===== config.mk =====
export PLATFORM = sky130hd
export DESIGN_NAME = instr_fetch_unit
export DESIGN_NICKNAME = d
export VERILOG_FILES = /design/src/rtl/cpu_pkg.sv /design/src/rtl/instr_fetch_unit.sv
export SDC_FILE = /design/constraint.sdc
export NUM_CORES = 1
export LEC_CHECK = 0
export ABC_CLOCK_PERIOD_IN_PS = 3700
export CORE_MARGIN = 5
export CORE_UTILIZATION = 45
export DETAILED_ROUTE_END_ITERATION = 8
export HOLD_SLACK_MARGIN = 0.12
export PLACE_DENSITY = 0.89
export SYNTH_ARGS = -nofsm -noshare
export SYNTH_HDL_FRONTEND = slang
export SYNTH_SLANG_ARGS = --single-unit

===== constraint.sdc =====
create_clock -name clk -period 3.7 [get_ports clk]
set_clock_uncertainty 0.05 [all_clocks]
set_input_delay 0.74 -clock clk [delete_from_list [all_inputs] [get_ports clk]]
set_output_delay 0.74 -clock clk [all_outputs]
set_load 0.02 [all_outputs]

===== src/rtl/cpu_pkg.sv =====
// Shared constants and types for the 8-bit mini CPU.
package cpu_pkg;

  localparam int unsigned IW  = 12;
  localparam int unsigned AW  = 8;
  localparam int unsigned OPW = 4;

  // Fetch-stage sequencing states
  typedef enum logic [1:0] {
    S_IDLE = 2'd0,
    S_REQ  = 2'd1,
    S_HOLD = 2'd2
  } fetch_state_t;

  // Opcodes carried in ir[IW-1:IW-OPW], shared with the decode stage
  localparam logic [OPW-1:0] OP_NOP = 4'h0;
  localparam logic [OPW-1:0] OP_LDA = 4'h1;
  localparam logic [OPW-1:0] OP_STA = 4'h2;
  localparam logic [OPW-1:0] OP_ADD = 4'h3;
  localparam logic [OPW-1:0] OP_SUB = 4'h4;
  localparam logic [OPW-1:0] OP_AND = 4'h5;
  localparam logic [OPW-1:0] OP_OR  = 4'h6;
  localparam logic [OPW-1:0] OP_XOR = 4'h7;
  localparam logic [OPW-1:0] OP_JMP = 4'h8;
  localparam logic [OPW-1:0] OP_JZ  = 4'h9;
  localparam logic [OPW-1:0] OP_HLT = 4'hF;

endpackage


===== src/rtl/instr_fetch_unit.sv =====
// Fetch stage: program counter, req/ack instruction fetch, and an
// instruction register presented downstream with a valid/ready handshake.
module instr_fetch_unit
  import cpu_pkg::*;
#(
  parameter int unsigned    IW       = cpu_pkg::IW,
  parameter int unsigned    AW       = cpu_pkg::AW,
  parameter int unsigned    OPW      = cpu_pkg::OPW,
  parameter logic [AW-1:0]  RESET_PC = '0
) (
  input  logic          clk,
  input  logic          rst_n,
  input  logic          halt,
  input  logic          jump_en,
  input  logic [AW-1:0] jump_addr,
  output logic          mem_req,
  output logic [AW-1:0] mem_addr,
  input  logic          mem_ack,
  input  logic [IW-1:0] mem_rdata,
  output logic [IW-1:0] ir,
  output logic          ir_valid,
  input  logic          ir_ready,
  output logic [AW-1:0] pc
);

  // The instruction word must split exactly into opcode and operand fields
  if (IW != OPW + AW) begin : g_width_check
    $error("instr_fetch_unit: IW must equal OPW + AW");
  end

  fetch_state_t  state_q, state_d;
  logic [AW-1:0] pc_q, pc_d;
  logic [AW-1:0] addr_q, addr_d;
  logic [IW-1:0] ir_q, ir_d;
  logic          valid_q, valid_d;
  logic          flush_q, flush_d;
  logic          req_q;
  logic          hold_addr;

  // State and datapath registers; mem_req is registered from the next state
  always_ff @(posedge clk or negedge rst_n) begin
    if (!rst_n) begin
      state_q <= S_IDLE;
      pc_q    <= RESET_PC;
      addr_q  <= RESET_PC;
      ir_q    <= '0;
      valid_q <= 1'b0;
      flush_q <= 1'b0;
      req_q   <= 1'b0;
    end else begin
      state_q <= state_d;
      pc_q    <= pc_d;
      addr_q  <= addr_d;
      ir_q    <= ir_d;
      valid_q <= valid_d;
      flush_q <= flush_d;
      req_q   <= (state_d == S_REQ);
    end
  end

  // Next-state, PC update and instruction capture; jump_en dominates
  always_comb begin
    state_d   = state_q;
    pc_d      = pc_q;
    ir_d      = ir_q;
    valid_d   = valid_q;
    flush_d   = flush_q;
    hold_addr = 1'b0;

    unique case (state_q)
      S_IDLE: begin
        if (jump_en) begin
          pc_d = jump_addr;
        end else if (!halt) begin
          state_d = S_REQ;
        end
      end

      S_REQ: begin
        if (jump_en) begin
          pc_d = jump_addr;
          if (mem_ack) begin
            // Response to the stale address arrives now: drop it, re-request
            flush_d = 1'b0;
            state_d = halt ? S_IDLE : S_REQ;
          end else begin
            // Request must stay stable; remember to discard its response
            flush_d   = 1'b1;
            hold_addr = 1'b1;
          end
        end else if (mem_ack) begin
          if (flush_q) begin
            flush_d = 1'b0;
            state_d = halt ? S_IDLE : S_REQ;
          end else begin
            ir_d    = mem_rdata;
            valid_d = 1'b1;
            pc_d    = pc_q + AW'(1);
            state_d = S_HOLD;
          end
        end else begin
          hold_addr = 1'b1;
        end
      end

      S_HOLD: begin
        if (jump_en) begin
          pc_d    = jump_addr;
          valid_d = 1'b0;
          state_d = halt ? S_IDLE : S_REQ;
        end else if (ir_ready) begin
          valid_d = 1'b0;
          state_d = halt ? S_IDLE : S_REQ;
        end
      end

      default: begin
        state_d = S_IDLE;
        valid_d = 1'b0;
        flush_d = 1'b0;
      end
    endcase

    // Fetch address tracks the PC except while a request is outstanding
    addr_d = hold_addr ? addr_q : pc_d;
  end

  assign mem_req  = req_q;
  assign mem_addr = addr_q;
  assign ir       = ir_q;
  assign ir_valid = valid_q;
  assign pc       = pc_q;

endmodule


==> results.sh, run 1 <==
export IMPL_critical_path_required_ns=3.84
export IMPL_p_leak_uw=0.00101
export IMPL_die_area_um2=5330
export IMPL_tritoncts_num_buffers=5
export IMPL_critical_path_class="in -> reg"
export IMPL_power_switching_uw=702
export IMPL_drcViolationCount=0
export IMPL_final_cells=275
export IMPL_antenna_found_initial=0
export IMPL_finalHoldWorstSlack_ns=0.447
export IMPL_dominant_combinational_cell_family_by_area_after_synthesis="compound AO/OA/AOI/OAI gates"
export IMPL_drt_wirelength_per_cell_um=17.1
export IMPL_multi_input_comb_area_um2=880
export IMPL_synthSimpleGateAreaFrac_pct=17.1
export IMPL_reg2reg_to="mem_addr[1]"
export IMPL_dr_pass1_iters=4
export IMPL_count_of_max_cap_constraint_violations=0
export IMPL_worstMarginPinSlew_ns=0.900
export IMPL_fin_crit_sh_pct=64.8
export IMPL_post_place_ws_ns=1.02
export IMPL_cts_setup_buffers=0
export IMPL_floorplan_initialDensity_pct=45.7
export IMPL_grt_first_pass_wirelength_um=7670
export IMPL_internal_power_uw=1130
export IMPL_crit_path_max_fanout=13
export IMPL_maxSlewViolCount=0
export IMPL_synth_xor_xnor_area_share_pct=0
export IMPL_dr_first_iter_drc_count=121
export IMPL_die_h_um=73.0
export IMPL_postRouteWirelength_um=4690
export IMPL_seq_area_frac_synth_pct=46.2
export IMPL_holdCritStartpoint="ir[7]"
export IMPL_hold_path_depth=1
export IMPL_synthesis_area_um2=1790
export IMPL_synth_edff_count=0
export IMPL_dpl_cell_count=267
export IMPL_drt_antenna_violating_nets=0
export IMPL_p_sw_share_pct=38.2
export IMPL_design_core_area_um2=3910
export IMPL_max_stage_delay_ns=0.75
export IMPL_combinational_group_share_of_total_power_pct=44.9
export IMPL_mean_cell_area_of_the_mapped_netlist_um2=10.4
export IMPL_overflow=0
export IMPL_max_freq_mhz=417
export IMPL_final_critical_delay_including_setup_and_external_delays_ns=2.40
export IMPL_cts_hold_buffers=0
export IMPL_hold_violations=0
export IMPL_most_common_layout_cells="55 x clkdlybuf4s50_1, 33 x dfrtp_1, 17 x nor2_1, 10 x mux2_1"
export IMPL_timing_hold_worst_class="reg -> reg"
export IMPL_worst_skew_pair_late_latency_ns=0.29
export IMPL_final_cell_area_um2=2460
export IMPL_worst_ep_arrival_time_ns=2.53
export IMPL_worst_hold_path_endpoint="ir[7]"
export IMPL_yosysTopAreaCell="dfrtp_1"
export IMPL_register_area_um2=826
export IMPL_outcome="finished clean"
export IMPL_maxSlewHeadroom_pct=40.0
export IMPL_number_of_synthesized_register_bits=33
export IMPL_drive_above_1_share_pct=9.33
export IMPL_design_portCount=56
export IMPL_tritoncts_clock_tree="done"
export IMPL_port_buffers=55
export IMPL_power_density_nw_per_um2=745
export IMPL_root_buffer="clkbuf_8"
export IMPL_critPathCaptureType="flip-flop"
export IMPL_cp_slowest_cell="clkdlybuf4s50_1"
export IMPL_global_route_usage_total_pct=19.2
export IMPL_vias=1578
export IMPL_final_nets=251
export IMPL_placementRows=23
export IMPL_globalplace_congestion=0.837
export IMPL_grt_start_max_net_pins=34
export IMPL_seq_power_share_pct=36.2
export IMPL_number_of_warnings_reported_in_the_yosys_synthesis_log=0
export IMPL_synth_cell_type_count=50
export IMPL_final_fill_count=344
export IMPL_synth_top_cell_area_share_pct=46.2
export IMPL_dp_hpwl_um=3380
export IMPL_timing_setup_tns_ns=0
export IMPL_syn_instance_count=171
export IMPL_viasPerCell=5.74
export IMPL_worst_slack_ns=1.30
export IMPL_async_reset_ff_share_pct=100
export IMPL_final_setup_viol_count=0
export IMPL_ctsResizeCount=0
export IMPL_layout_cells_most_common="clkdlybuf4s50_1"
export IMPL_area_delta_synth_final_pct=37.9
export IMPL_ff2ff_path_depth=4
export IMPL_r2r_start="state_q[0]"
export IMPL_regToRegSetupSlack_ns=1.42
export IMPL_rsz0062_at_grt="false"
export IMPL_critical_path_cell_chain="clkdlybuf4s50_1 -> nand3_2 -> o221a_2 -> mux2_2"
export IMPL_post_synth_adder_cell_area_pct=0.700
export IMPL_clkSinkCount=33
export IMPL_synth_nets=198
export IMPL_post_synthesis_compound_gate_area_fraction_pct=17.3
export IMPL_synth_mux_area_fraction_pct=14.1
export IMPL_worst_setup_hold_path_clk_slew_ns=0.08
export IMPL_h_tree_depth=2
export IMPL_p_clk_share_pct=18.9
export IMPL_ctsLongestPathBuffers=2
export IMPL_antenna_diode_count=0
export IMPL_synthFlopType="dfrtp_1"
export IMPL_die_width_um=73.0
export IMPL_first_global_vias=1586
export IMPL_placedInstanceArea_um2=2350
export IMPL_critPathLaunchType="input pin"
export IMPL_vdd_drop_max_v=0.000352
export IMPL_synth_area_top_cells="dfrtp_1 46%, mux2_1 6.3%, mux2i_1 4.5%"
per-layer routing:
layer	part of all wire, %	vias up	wire length, um	track usage (%)
li1	-	743	-	-
met1	39	778	1830	23.0
met2	54	50	2520	33.1
met3	5.6	7	261	4.41
met4	1.6	0	77	7.17
met5	0	-	0	0
registers in the layout, indices dropped and copies added, names as in the netlist:
| signal | flops |
|---|---|
| flush_q | 1 |
| mem_addr | 8 |
| mem_req | 1 |
| ir | 12 |
| ir_valid | 1 |
| state_q | 2 |
| pc | 8 |
kinds of logic (layout without fill, tap and decap cells):
group	Yosys count	after routing
fa+ha+maj	1	1
flops	33	33
buf+inv	15	69
simple gates	55	55
compound gates	44	44
mux	23	23
Yosys cell counts (5+ instances only):
master / count
nand3_1: 5
o21ai_0: 7
dfrtp_1: 33
mux2i_1: 8
a21oi_1: 9
nor2_1: 17
buf_2: 5
nand2_1: 9
mux2_1: 10
critical path: cells and delay by family:
family                 cells  cell delay [ns]
AO/OA/AOI/OAI              1             0.38
buffers and inverters      1             0.75
AND/OR/NAND/NOR            1             0.40
multiplexers               1             0.26
area by class of cell:
cell class	count	share of cell area, %
clock buffer	5	2.79
tap	50	2.54
inverter	4	0.609
clock inverter	3	1.88
multi-input combinational	123	35.7
sequential	33	33.5
timing repair buffer	57	23.0
worst max path at each step:
stage / start / end / slack (ns) / depth (start not counted)
after detailed placement: mem_ack / mem_addr[1] / 1.02 / 4
after global routing: mem_ack / mem_addr[1] / 1.21 / 4
final: mem_ack / mem_addr[1] / 1.30 / 4
after CTS: mem_ack / mem_addr[1] / 1.31 / 4
after floorplan: jump_en / mem_addr[1] / 1.85 / 5
after global placement: mem_ack / mem_addr[1] / 1.11 / 4
metrics by stage:
stage | util, % | total power [uW]
after floorplan | - | 1100
after global placement | 60.0 | 1470
after detailed placement | 60.0 | 1500
after CTS | 62.9 | 1850
after global routing | 62.9 | 1940
final | 62.9 | 1840
power by group through the flow:
stage / clock [uW] / combinational (uW) / sequential, uW
final: 346 / 825 / 665
after global routing: 366 / 883 / 691
after CTS: 350 / 835 / 663
after detailed placement: 0 / 829 / 669
after global placement: 0 / 807 / 659
after floorplan: 0 / 323 / 778
No activity file was read; power rests on OpenSTA's default activity.
==> run 2, diff against run 1 <==
--- a/config.mk
+++ b/config.mk
@@ -5,7 +5,7 @@
 export SDC_FILE = /design/constraint.sdc
 export NUM_CORES = 1
 export LEC_CHECK = 0
-export ABC_CLOCK_PERIOD_IN_PS = 3700
+export ABC_CLOCK_PERIOD_IN_PS = 2480
 export CORE_MARGIN = 5
 export CORE_UTILIZATION = 45
 export DETAILED_ROUTE_END_ITERATION = 8
==> constraint.sdc (replaced) <==
create_clock -name clk -period 2.48 [get_ports clk]
set_clock_uncertainty 0.05 [all_clocks]
set_input_delay 0.496 -clock clk [delete_from_list [all_inputs] [get_ports clk]]
set_output_delay 0.496 -clock clk [all_outputs]
set_load 0.02 [all_outputs]
==> results.sh, run 2 (synthesis gave the netlist of run 1 again) <==
export IMPL_area_delta_synth_final_pct=40.7
export IMPL_antenna_diode_count=0
export IMPL_hold_violations=0
export IMPL_count_of_max_cap_constraint_violations=0
export IMPL_critical_path_class="in -> reg"
export IMPL_drt_antenna_violating_nets=0
export IMPL_grt_first_pass_wirelength_um=7890
export IMPL_regToRegSetupSlack_ns=0.68
export IMPL_tritoncts_clock_tree="done"
export IMPL_final_setup_viol_count=0
export IMPL_floorplan_initialDensity_pct=45.7
export IMPL_max_freq_mhz=493
export IMPL_final_nets=257
export IMPL_vias=1591
export IMPL_outcome="finished clean"
export IMPL_globalplace_congestion=0.860
export IMPL_vdd_drop_max_v=0.000611
export IMPL_design_portCount=56
export IMPL_drive_above_1_share_pct=11.7
export IMPL_layout_cells_most_common="clkdlybuf4s50_1"
export IMPL_critPathLaunchType="input pin"
export IMPL_p_leak_uw=0.00104
export IMPL_worstMarginPinSlew_ns=0.521
export IMPL_r2r_start="state_q[0]"
export IMPL_fin_crit_sh_pct=81.8
export IMPL_die_area_um2=5330
export IMPL_critPathCaptureType="flip-flop"
export IMPL_timing_hold_worst_class="reg -> reg"
export IMPL_final_critical_delay_including_setup_and_external_delays_ns=2.03
export IMPL_dr_first_iter_drc_count=117
export IMPL_ctsResizeCount=0
export IMPL_design_core_area_um2=3910
export IMPL_cts_setup_buffers=0
export IMPL_grt_start_max_net_pins=34
export IMPL_maxSlewHeadroom_pct=65.3
export IMPL_maxSlewViolCount=0
export IMPL_root_buffer="clkbuf_8"
export IMPL_worst_ep_arrival_time_ns=2.15
export IMPL_dp_hpwl_um=3500
export IMPL_die_h_um=73.0
export IMPL_die_width_um=73.0
export IMPL_crit_path_max_fanout=12
export IMPL_timing_setup_tns_ns=0
export IMPL_viasPerCell=5.66
export IMPL_ctsLongestPathBuffers=2
export IMPL_placementRows=23
export IMPL_postRouteWirelength_um=4850
export IMPL_tritoncts_num_buffers=5
export IMPL_cts_hold_buffers=0
export IMPL_most_common_layout_cells="55 x clkdlybuf4s50_1, 33 x dfrtp_1, 17 x nor2_1, 10 x mux2_1"
export IMPL_totalPowerFinal_uw=2800
export IMPL_worst_setup_hold_path_clk_slew_ns=0.07
export IMPL_port_buffers=55
export IMPL_drcViolationCount=0
export IMPL_h_tree_depth=2
export IMPL_startpoint="mem_ack"
export IMPL_overflow=0
export IMPL_global_route_usage_total_pct=19.5
export IMPL_drt_wirelength_per_cell_um=17.3
export IMPL_antenna_found_initial=0
export IMPL_clkSinkCount=33
export IMPL_critical_path_required_ns=2.60
export IMPL_rsz0062_at_grt="false"
export IMPL_holdCritStartpoint="ir[5]"
export IMPL_worst_skew_pair_late_latency_ns=0.29
export IMPL_largest_register_ff_count=12
export IMPL_first_global_vias=1563
export IMPL_dr_pass1_iters=4
export IMPL_power_density_nw_per_um2=1110
## run 2: report_power, final
group | switching, uW | leakage, uW | internal [uW]
Sequential | 207 | 0.000392 | 757
Combinational | 643 | 0.000594 | 657
Clock | 205 | 0.0000574 | 327
## run 2: cell type report
class                      count  area [um2]
tap                           50        62.6
sequential                    33         826
multi-input combinational    123         880
inverter                       4        15.0
clock buffer                   6        82.6
timing repair buffer          63         611
clock inverter                 2        37.5
fill                         336        1400
## run 2: metal layers
layer	global-route usage (%)	wire [um]	vias to the layer above	share of wire [%]
met2	33.8	2550	53	53
met5	0	0	-	0
met1	24.0	1980	778	41
met4	6.76	87	0	1.8
li1	-	-	752	-
met3	3.99	230	8	4.7
## run 2: through the flow
step	utilization [%]	worst slack, ns	cell area (um2)	cells	hold WS (ns)
2_1_floorplan	-	0.879	1790	171	0.150
3_3_place_gp	61.2	0.249	2390	273	0.423
3_5_place_dp	61.2	0.159	2390	273	0.431
4_1_cts	64.2	0.461	2510	281	0.447
5_1_grt	64.2	0.380	2510	281	0.470
6_report	64.2	0.452	2510	281	0.445
## run 2: final timing paths
check                                  end  depth (start not counted)
worst max-delay path                 pc[5]                          5
worst min-delay path                 ir[5]                          1
worst max register to register      ir[11]                          4
worst min register to register       ir[5]                          1
max in group asynchronous       state_q[1]                          2
min in group asynchronous            ir[7]                          2
## run 2: critical path, cell delays in order
cell and delay, ns:
clkdlybuf4s50_1 0.73, nand4bb_1 0.20, or3_1 0.44, mux2i_1 0.18, nand3b_1 0.10
==> run 3, diff against run 2 <==
--- a/config.mk
+++ b/config.mk
@@ -5,7 +5,7 @@
 export SDC_FILE = /design/constraint.sdc
 export NUM_CORES = 1
 export LEC_CHECK = 0
-export ABC_CLOCK_PERIOD_IN_PS = 2480
+export ABC_CLOCK_PERIOD_IN_PS = 1950
 export CORE_MARGIN = 5
 export CORE_UTILIZATION = 45
 export DETAILED_ROUTE_END_ITERATION = 8
==> constraint.sdc (replaced) <==
create_clock -name clk -period 1.95 [get_ports clk]
set_clock_uncertainty 0.05 [all_clocks]
set_input_delay 0.39 -clock clk [delete_from_list [all_inputs] [get_ports clk]]
set_output_delay 0.39 -clock clk [all_outputs]
set_load 0.02 [all_outputs]
==> results.sh, run 3 (synthesis gave the netlist of run 1 again) <==
export IMPL_r2r_start="state_q[1]"
export IMPL_drcViolationCount=0
export IMPL_fin_crit_sh_pct=96.3
export IMPL_vias=1645
export IMPL_critical_path_required_ns=1.51
export IMPL_worst_skew_pair_late_latency_ns=0.29
export IMPL_dr_first_iter_drc_count=206
export IMPL_max_stage_delay_ns=0.66
export IMPL_critPathCaptureType="output pin"
export IMPL_maxSlewHeadroom_pct=71.3
export IMPL_antenna_diode_count=0
export IMPL_dp_hpwl_um=3500
export IMPL_placedInstanceArea_um2=2490
export IMPL_largest_register_ff_count=12
export IMPL_final_critical_delay_including_setup_and_external_delays_ns=1.88
export IMPL_worstMarginPinSlew_ns=0.431
export IMPL_worst_setup_hold_path_clk_slew_ns=0.07
export IMPL_reg2reg_to="ir[10]"
export IMPL_final_nets=268
export IMPL_critical_path_cell_chain="clkdlybuf4s50_1"
export IMPL_design_portCount=56
export IMPL_tritoncts_clock_tree="done"
export IMPL_vdd_drop_max_v=0.000727
export IMPL_count_of_max_cap_constraint_violations=0
export IMPL_critical_path_class="reg -> out"
export IMPL_layout_cells_most_common="clkdlybuf4s50_1"
export IMPL_rsz0062_at_grt="false"
export IMPL_outcome="finished clean"
export IMPL_postRouteWirelength_um=4680
export IMPL_die_width_um=73.0
export IMPL_first_global_vias=1673
export IMPL_register_area_um2=827
export IMPL_overflow=0
export IMPL_cp_slowest_cell="clkdlybuf4s50_1"
export IMPL_dr_pass1_iters=5
export IMPL_ctsLongestPathBuffers=2
export IMPL_multi_input_comb_area_um2=880
export IMPL_most_common_layout_cells="55 x clkdlybuf4s50_1, 32 x dfrtp_1, 18 x buf_4, 17 x nor2_1, 10 x mux2_1"
export IMPL_placementRows=23
export IMPL_viasPerCell=5.63
export IMPL_design_core_area_um2=3910
export IMPL_root_buffer="clkbuf_8"
export IMPL_die_h_um=73.0
export IMPL_globalplace_congestion=0.846
export IMPL_final_setup_viol_count=0
export IMPL_h_tree_depth=2
export IMPL_clkSinkCount=33
export IMPL_drt_antenna_violating_nets=0
export IMPL_power_density_nw_per_um2=1370
export IMPL_timing_hold_worst_class="in -> async"
export IMPL_grt_start_max_net_pins=34
export IMPL_critPathLaunchType="flip-flop"
export IMPL_crit_path_max_fanout=8
export IMPL_tritoncts_num_buffers=5
export IMPL_global_route_usage_total_pct=19.7
export IMPL_regToRegSetupSlack_ns=0.31
export IMPL_finalHoldWorstSlack_ns=0.443
export IMPL_layout_core_utilization_pct=66.6
export IMPL_path_delay_family="buffers and inverters"
export IMPL_maxSlewViolCount=0
export IMPL_die_area_um2=5330
export IMPL_final_fill_count=310
export IMPL_floorplan_initialDensity_pct=45.7
export IMPL_ff2ff_path_depth=4
export IMPL_hold_violations=0
export IMPL_p_leak_uw=0.00110
export IMPL_antenna_found_initial=0
export IMPL_area_delta_synth_final_pct=45.9
export IMPL_final_cell_area_um2=2610
export IMPL_worst_ep_arrival_time_ns=1.44
export IMPL_port_buffers=55
export IMPL_grt_first_pass_wirelength_um=8000
export IMPL_drt_wirelength_per_cell_um=16.0
export IMPL_critical_path_n_buffers_inverters=1
export IMPL_cts_setup_buffers=0
export IMPL_max_freq_mhz=533
export IMPL_drive_above_1_share_pct=15.7
[run 3: cell count changes in the layout (fill, tap and decap cells not counted), sizes merged]
cell / before / now
clkinvlp: 1 / 0
buf: 8 / 19
clkbuf: 6 / 7
[run 3: how the worst max path moves through the flow]
| stage | from | end | cells after the start |
|---|---|---|---|
| after floorplan | pc[0] | mem_addr[4] | 5 |
| after global placement | jump_en | mem_addr[1] | 5 |
| after detailed placement | jump_en | mem_addr[5] | 5 |
| after CTS | pc[2] | pc[2] | 1 |
| after global routing | pc[3] | pc[3] | 1 |
| final | pc[4] | pc[4] | 1 |
[run 3: report_power, final]
| group | switching, uW | internal [uW] |
|---|---|---|
| registers | 223 | 965 |
| clock network | 255 | 416 |
| logic | 840 | 877 |
[run 3: cell type report]
| class | count | area share, % |
|---|---|---|
| repair buffers | 74 | 27.1 |
| well taps | 50 | 2.40 |
| flip-flops and latches | 33 | 31.7 |
| inverters | 4 | 0.576 |
| multi-input cells | 123 | 33.7 |
| clock inverters | 1 | 1.15 |
| clock buffers | 7 | 3.31 |
[run 3: stage by stage]
step / setup WS (ns) / total power (uW) / std cells / TNS (ns)
global placement: -0.117 / 2860 / 284 / -0.841
finish: 0.0726 / 3580 / 292 / 0
global route: 0.0298 / 3780 / 292 / 0
floorplan: 0.425 / 2090 / 171 / 0
detailed placement: -0.183 / 2920 / 284 / -1.76
CTS: 0.0206 / 3610 / 292 / 0
[run 3: timing repair]
item / 4_1_cts / 5_1_grt
endpoints found under the setup margin: 0 / 1
resized for setup: 0 / 1
hold buffers: 0 / 0
[run 3: metal layers]
metal | global-route usage (%) | share of wire, % | wire length (um)
met5 | 0 | 0 | 0
met4 | 11.1 | 3.0 | 140
met3 | 5.37 | 5.9 | 277
met2 | 32.5 | 50 | 2340
met1 | 23.1 | 41 | 1920
